`config.mk`:
```
export PLATFORM = sky130hd
export DESIGN_NAME = bin_to_bcd_seq
export DESIGN_NICKNAME = d
export VERILOG_FILES = /design/src/rtl/bin_to_bcd_seq_pkg.sv /design/src/rtl/bin_to_bcd_seq_digit_adj.sv /design/src/rtl/bin_to_bcd_seq.sv
export SDC_FILE = /design/constraint.sdc
export NUM_CORES = 1
export LEC_CHECK = 0
export ABC_AREA = 0
export CAP_MARGIN = 20
export CORE_MARGIN = 2
export CORE_UTILIZATION = 53
export DETAILED_ROUTE_END_ITERATION = 12
export PLACE_DENSITY = 0.78
export SETUP_SLACK_MARGIN = 0.15
export SLEW_MARGIN = 30
export SYNTH_ARGS = -nofsm -noshare
export SYNTH_HDL_FRONTEND = slang
export SYNTH_SLANG_ARGS = --single-unit
```
`constraint.sdc`:
```
create_clock -name clk -period 1.6 [get_ports clk]
set_input_delay 0.24 -clock clk [delete_from_list [all_inputs] [get_ports clk]]
set_output_delay 0.24 -clock clk [all_outputs]
set_load 0.01 [all_outputs]
```
`src/rtl/bin_to_bcd_seq_pkg.sv`:
```
// -----------------------------------------------------------------------------
// bin_to_bcd_seq_pkg
// Shared constants and types for the sequential binary-to-BCD converter and
// the downstream four-digit seven-segment multiplexer (whose packed BCD `num`
// input width is 4*DIGITS_DEF).
// Contents:
//   BIN_W_DEF   - default binary input width
//   DIGITS_DEF  - default number of BCD digits
//   MAX_VAL_DEF - largest representable value; larger inputs saturate
//   CNT_W_DEF   - bit-counter width, clog2(BIN_W_DEF)
//   state_t     - converter FSM encoding (IDLE=0, SHIFT=1)
// -----------------------------------------------------------------------------
package bin_to_bcd_seq_pkg;

  localparam int BIN_W_DEF   = 14;
  localparam int DIGITS_DEF  = 4;
  localparam int MAX_VAL_DEF = 9999;
  localparam int CNT_W_DEF   = $clog2(BIN_W_DEF);

  typedef enum logic {
    S_IDLE  = 1'b0,
    S_SHIFT = 1'b1
  } state_t;

endpackage

```
`src/rtl/bin_to_bcd_seq_digit_adj.sv`:
```
// -----------------------------------------------------------------------------
// bcd_digit_adj
// Combinational double-dabble digit corrector: a BCD digit that is 5 or more
// gets 3 added so that the following left shift carries correctly into the
// next decimal digit.
// Ports:
//   d_i [3:0] - digit before correction
//   d_o [3:0] - corrected digit
// -----------------------------------------------------------------------------
module bcd_digit_adj (
  input  logic [3:0] d_i,
  output logic [3:0] d_o
);

  // Digits reaching here are at most 9, so the sum never exceeds 12 and
  // stays inside the 4-bit digit.
  always_comb begin
    d_o = d_i;
    if (d_i >= 4'd5) begin
      d_o = d_i + 4'd3;
    end
  end

endmodule

```
`src/rtl/bin_to_bcd_seq.sv`:
```
// -----------------------------------------------------------------------------
// bin_to_bcd_seq
// Sequential binary-to-BCD converter (shift-and-add-3, one input bit per clock)
// feeding the seven-segment multiplexer. A start accepted in IDLE captures a
// saturated copy of bin; BIN_W cycles later the finished result is written to
// bcd and done pulses for one cycle. bcd/ovf hold between conversions so the
// display never shows partial accumulator values.
// Ports:
//   clk   - clock, rising edge
//   rst   - synchronous reset, active-low
//   bin   - binary value, sampled only on an accepted start
//   start - conversion request, level-sampled, ignored while busy
//   busy  - conversion in progress
//   done  - one-cycle pulse when bcd has been updated
//   bcd   - packed BCD result, digit 0 in [3:0]
//   ovf   - last converted input exceeded MAX_VAL
// All outputs come straight from flops.
// -----------------------------------------------------------------------------
module bin_to_bcd_seq
  import bin_to_bcd_seq_pkg::*;
#(
  parameter int BIN_W   = BIN_W_DEF,
  parameter int DIGITS  = DIGITS_DEF,
  parameter int MAX_VAL = MAX_VAL_DEF
) (
  input  logic                  clk,
  input  logic                  rst,
  input  logic [BIN_W-1:0]      bin,
  input  logic                  start,
  output logic                  busy,
  output logic                  done,
  output logic [4*DIGITS-1:0]   bcd,
  output logic                  ovf
);

  localparam int ACC_W = 4 * DIGITS;
  localparam int CNT_W = $clog2(BIN_W);
  localparam logic [CNT_W-1:0] CNT_LAST = CNT_W'(BIN_W - 1);
  localparam logic [BIN_W-1:0] MAX_BIN  = BIN_W'(MAX_VAL);

  // Clamp to MAX_VAL; this keeps every digit <= 9 so add-3 never carries
  // across a digit boundary.
  function automatic logic [BIN_W-1:0] sat_bin(input logic [BIN_W-1:0] x);
    return (x > MAX_BIN) ? MAX_BIN : x;
  endfunction

  state_t             state_q, state_d;
  logic [CNT_W-1:0]   cnt_q, cnt_d;
  logic [ACC_W-1:0]   acc_q, acc_d;
  logic [BIN_W-1:0]   binr_q, binr_d;
  logic [ACC_W-1:0]   bcd_q, bcd_d;
  logic               ovf_q, ovf_d;
  logic               ovfp_q, ovfp_d;
  logic               done_q, done_d;

  logic [ACC_W-1:0]   acc_adj;
  logic [ACC_W-1:0]   acc_shift;

  // ---- correction stage: add 3 to each digit >= 5 ----
  for (genvar g = 0; g < DIGITS; g++) begin : g_adj
    bcd_digit_adj u_adj (
      .d_i (acc_q[4*g +: 4]),
      .d_o (acc_adj[4*g +: 4])
    );
  end

  // ---- shift stage: {acc, bin_reg} << 1 ----
  assign acc_shift = {acc_adj[ACC_W-2:0], binr_q[BIN_W-1]};

  always_comb begin
    state_d = state_q;
    cnt_d   = cnt_q;
    acc_d   = acc_q;
    binr_d  = binr_q;
    bcd_d   = bcd_q;
    ovf_d   = ovf_q;
    ovfp_d  = ovfp_q;
    done_d  = 1'b0;

    case (state_q)
      S_IDLE: begin
        if (start) begin
          state_d = S_SHIFT;
          cnt_d   = '0;
          acc_d   = '0;
          binr_d  = sat_bin(bin);
          ovfp_d  = (bin > MAX_BIN);
        end
      end
      S_SHIFT: begin
        acc_d  = acc_shift;
        binr_d = {binr_q[BIN_W-2:0], 1'b0};
        cnt_d  = cnt_q + 1'b1;
        // Last bit: publish the finished result directly from the shifter.
        if (cnt_q == CNT_LAST) begin
          state_d = S_IDLE;
          bcd_d   = acc_shift;
          ovf_d   = ovfp_q;
          done_d  = 1'b1;
        end
      end
      default: begin
        state_d = S_IDLE;
      end
    endcase
  end

  // ---- register stage ----
  always_ff @(posedge clk) begin
    if (!rst) begin
      state_q <= S_IDLE;
      cnt_q   <= '0;
      acc_q   <= '0;
      binr_q  <= '0;
      bcd_q   <= '0;
      ovf_q   <= 1'b0;
      ovfp_q  <= 1'b0;
      done_q  <= 1'b0;
    end else begin
      state_q <= state_d;
      cnt_q   <= cnt_d;
      acc_q   <= acc_d;
      binr_q  <= binr_d;
      bcd_q   <= bcd_d;
      ovf_q   <= ovf_d;
      ovfp_q  <= ovfp_d;
      done_q  <= done_d;
    end
  end

  assign busy = (state_q == S_SHIFT);
  assign done = done_q;
  assign bcd  = bcd_q;
  assign ovf  = ovf_q;

endmodule

```
==> results.json, run 1 <==
{
  "rows": 24,
  "critPathLaunchType": "flop",
  "relSlewSlack_pct": 64.5,
  "synth_nets": 312,
  "ios": 36,
  "numClockSinks": 54,
  "holdBufCountCts": 0,
  "place_congestion": 0.772,
  "rsz0062_at_grt": "true",
  "multi_input_area_sq_um": 1390,
  "yosysUniqueCellTypes": 34,
  "dieWidth_um": 72.1,
  "cts_buffers": 5,
  "r2r_slack_ns": 0.12,
  "dpl_cell_area_sq_um": 2950,
  "vias_per_cell": 5.81,
  "hold_ws_ns": 0.463,
  "hold_class": "reg -> reg",
  "grt_max_degree": 35,
  "grt-ovfl-total": 0,
  "avgSynthCellArea_sq_um": 8.62,
  "ys_seq_elements": 54,
  "grt_use_total_pct": 21.9,
  "async_flop_share_pct": 0,
  "dp.cells": 372,
  "remaining_drc_errors": 0,
  "synth_edf_count": 0,
  "route.detailed.wl_per_inst_um": 15.0,
  "placeableCoreArea_sq_um": 4410,
  "vdd_drop_max_mv": 0.642,
  "fin_cells": 387,
  "wl_um": 5800,
  "place_hpwl_um": 3640,
  "grt_pass1_wl_um": 9060,
  "dr.pass1.iters": 4,
  "syn-instance-count": 285,
  "root_buffer": "clkbuf_8",
  "crit_type": "reg -> reg",
  "antenna_cells": 0,
  "syn_to_final_growth_pct": 35.7,
  "clock_latency_ns": 0.31,
  "drv_cap": 0,
  "dr_total_vias": 2250,
  "dp_slack_ns": -0.0596,
  "synth-main-ff-cell": "dfxtp_1",
  "crit_arrival_ns": 1.72,
  "h-tree-depth": 2,
  "cp.required_ns": 1.84,
  "tightest_slew_ns": 0.532,
  "drive_gt1_share_pct": 21.8,
  "fin_util_pct": 75.6,
  "power-per-cell-area_nw_per_um2": 768,
  "status": "finished clean",
  "rr_worst_depth": 6,
  "holdPathEnd": "binr_q[10]",
  "met3WireLength_um": 235,
  "fin_crit_sh_pct": 92.4,
  "hold_viol_final": 0,
  "path_clk_slew_ns": 0.10,
  "rr_startpoint": "acc_q[9]",
  "cts_tree": "built",
  "drt_iter0_markers": 179,
  "period_minus_slack_ns": 1.48,
  "fp.dieH_um": 72.1,
  "hold_start": "binr_q[9]",
  "wl_met2_um": 2820,
  "first_global_vias": 1989,
  "drv_slew": 0,
  "dieArea_sq_um": 5200,
  "antenna_found_initial": 0,
  "p_leak_nw": 1.43,
  "fin_nets": 361,
  "end_kind": "flop",
  "ys_seq_area_share_pct": 44.0,
  "fillers": 295,
  "initial_core_util_pct": 55.7,
  "setup_ws_ns": 0.121,
  "synth_area_sq_um": 2460,
  "final_area_sq_um": 3340,
  "reg2reg_to": "bcd[10]",
  "drt.antenna.violating_nets": 0,
  "finalSetupViolations": 0,
  "ys_warn_count": 0,
  "port_buffers": 35,
  "fmax_ghz": 0.676,
  "regArea_sq_um": 1090,
  "top_layer_used": "met4",
  "cts_buffer_depth": 2,
  "fin_skew_ns": 0.00765,
  "critPathMaxFanout": 4,
  "met1_length_um": 2650,
  "hold_depth": 2
}
==> per-layer routing <==
| layer | track usage, % | up-vias |
|---|---|---|
| li1 | - | 1102 |
| met1 | 29.2 | 1080 |
| met2 | 35.9 | 56 |
| met3 | 4.17 | 12 |
| met4 | 6.92 | 0 |
| met5 | 0 | - |
==> synth_stat cells, drive strengths merged, types with 2 or more instances <==
cell	count	area share (%)
dfxtp	54	44
a21oi	34	6.9
nor2	28	4.3
nand2	22	3.5
o21ai	17	3.5
inv	16	2.4
nor3b	15	4.6
o22ai	11	2.8
o32ai	11	3.9
ha	10	5.1
buf	9	2.2
clkbuf	9	1.4
nand2b	9	2.3
mux2	4	1.8
mux2i	4	1.6
nand3	4	0.81
o2bb2ai	4	1.4
xnor2	4	1.4
a311oi	3	1.1
nand3b	3	0.92
nor3	3	0.61
nor2b	2	0.51
==> logic make-up after synthesis <==
| logic type | after synthesis | share of synthesized area (%) |
|---|---|---|
| buffers and inverters | 34 | 6.01 |
| xor gates and xnor gates | 4 | 1.43 |
| and+or+nand+nor | 90 | 18.6 |
| adders and majority gates | 10 | 5.09 |
| DFF | 54 | 44.0 |
| muxes | 8 | 3.46 |
| AOI/OAI and AO/OA | 85 | 21.4 |
==> where the power goes <==
group,leakage (nW),internal [mW],switching [mW]
Combinational,0.942,0.117,0.129
Sequential,0.442,1.37,0.0199
Clock,0.0504,0.466,0.456
==> worst max path at each step <==
| stage | startpoint | to | slack, ns | depth (start not counted) |
|---|---|---|---|---|
| 6_report | acc_q[9] | bcd[10] | 0.12 | 6 |
| 4_1_cts | acc_q[4] | bcd[6] | 0.15 | 6 |
| 2_1_floorplan | acc_q[9] | bcd[10] | 0.17 | 6 |
| 3_3_place_gp | bin[12] | binr_q[0] | -0.005 | 6 |
| 3_5_place_dp | bin[12] | binr_q[0] | -0.06 | 6 |
| 5_1_grt | acc_q[12] | acc_q[14] | 0.10 | 6 |
==> worst max-delay path, stage by stage (launching register included) <==
cell,delay [ns]
dfxtp_2,0.36
inv_4,0.06
ha_4,0.15
nand2b_4,0.15
a21oi_4,0.18
mux2_4,0.35
o22ai_2,0.17
==> metrics by stage <==
step / setup TNS (ns) / power (mW)
3_3_place_gp: -0.00540 / 1.65
5_1_grt: 0 / 2.66
6_report: 0 / 2.56
2_1_floorplan: 0 / 1.55
4_1_cts: 0 / 2.56
3_5_place_dp: -0.0889 / 1.66
==> area by class of cell <==
class,instances,share of cell area (%)
inverters,16,1.88
repair buffers,60,18.2
clock inverters,3,1.35
multi-input cells,197,41.7
clock buffers,5,2.06
well taps,52,1.95
flip-flops and latches,54,32.8
==> repair_timing <==
item                                    CTS  global route
endpoints found under the setup margin   22            39
setup buffers                             3             4
gates resized for setup                  25            42
hold endpoints to repair                  0             0
pin swaps                                 6             6
==> registers in the layout, indices dropped and copies added, names as in the netlist <==
signal and flops:
acc_q 16, bcd 16, binr_q 14, busy 1, cnt_q 4, done 1
ovf 1, ovfp_q 1
==> cells in the final DEF (no fill, tap or decap), types with 2 or more instances in the layout <==
master / netlist / layout
nand2b_4: 0 / 4
ha_2: 0 / 3
clkdlybuf4s50_1: 0 / 18
dfxtp_1: 54 / 47
inv_1: 16 / 8
nand3_1: 4 / 4
o21ai_0: 17 / 16
ha_1: 10 / 3
dfxtp_2: 0 / 5
nor2b_1: 2 / 2
nand2_1: 21 / 21
nor2_1: 28 / 28
o2bb2ai_1: 4 / 4
a21oi_1: 34 / 30
inv_2: 0 / 7
buf_4: 1 / 22
nand3b_1: 3 / 3
dlymetal6s2s_1: 0 / 14
ha_4: 0 / 4
dfxtp_4: 0 / 2
buf_12: 0 / 3
nor3_1: 3 / 3
dlygate4sd2_1: 0 / 3
o32ai_1: 11 / 10
mux2_4: 0 / 4
clkinvlp_4: 0 / 2
nor3b_1: 15 / 15
mux2i_1: 4 / 4
a311oi_1: 3 / 3
a21oi_4: 0 / 3
clkbuf_8: 0 / 5
xnor2_1: 4 / 3
nand2b_1: 9 / 5
o22ai_1: 11 / 10
(Power assumes the default switching activity.)
==> inputs of run 2 (changes only) <==
HOLD_SLACK_MARGIN = 0.15   (was unset)
==> results of run 2 <==
No change in the layout: final DEF, timing and power equal those of run 1.
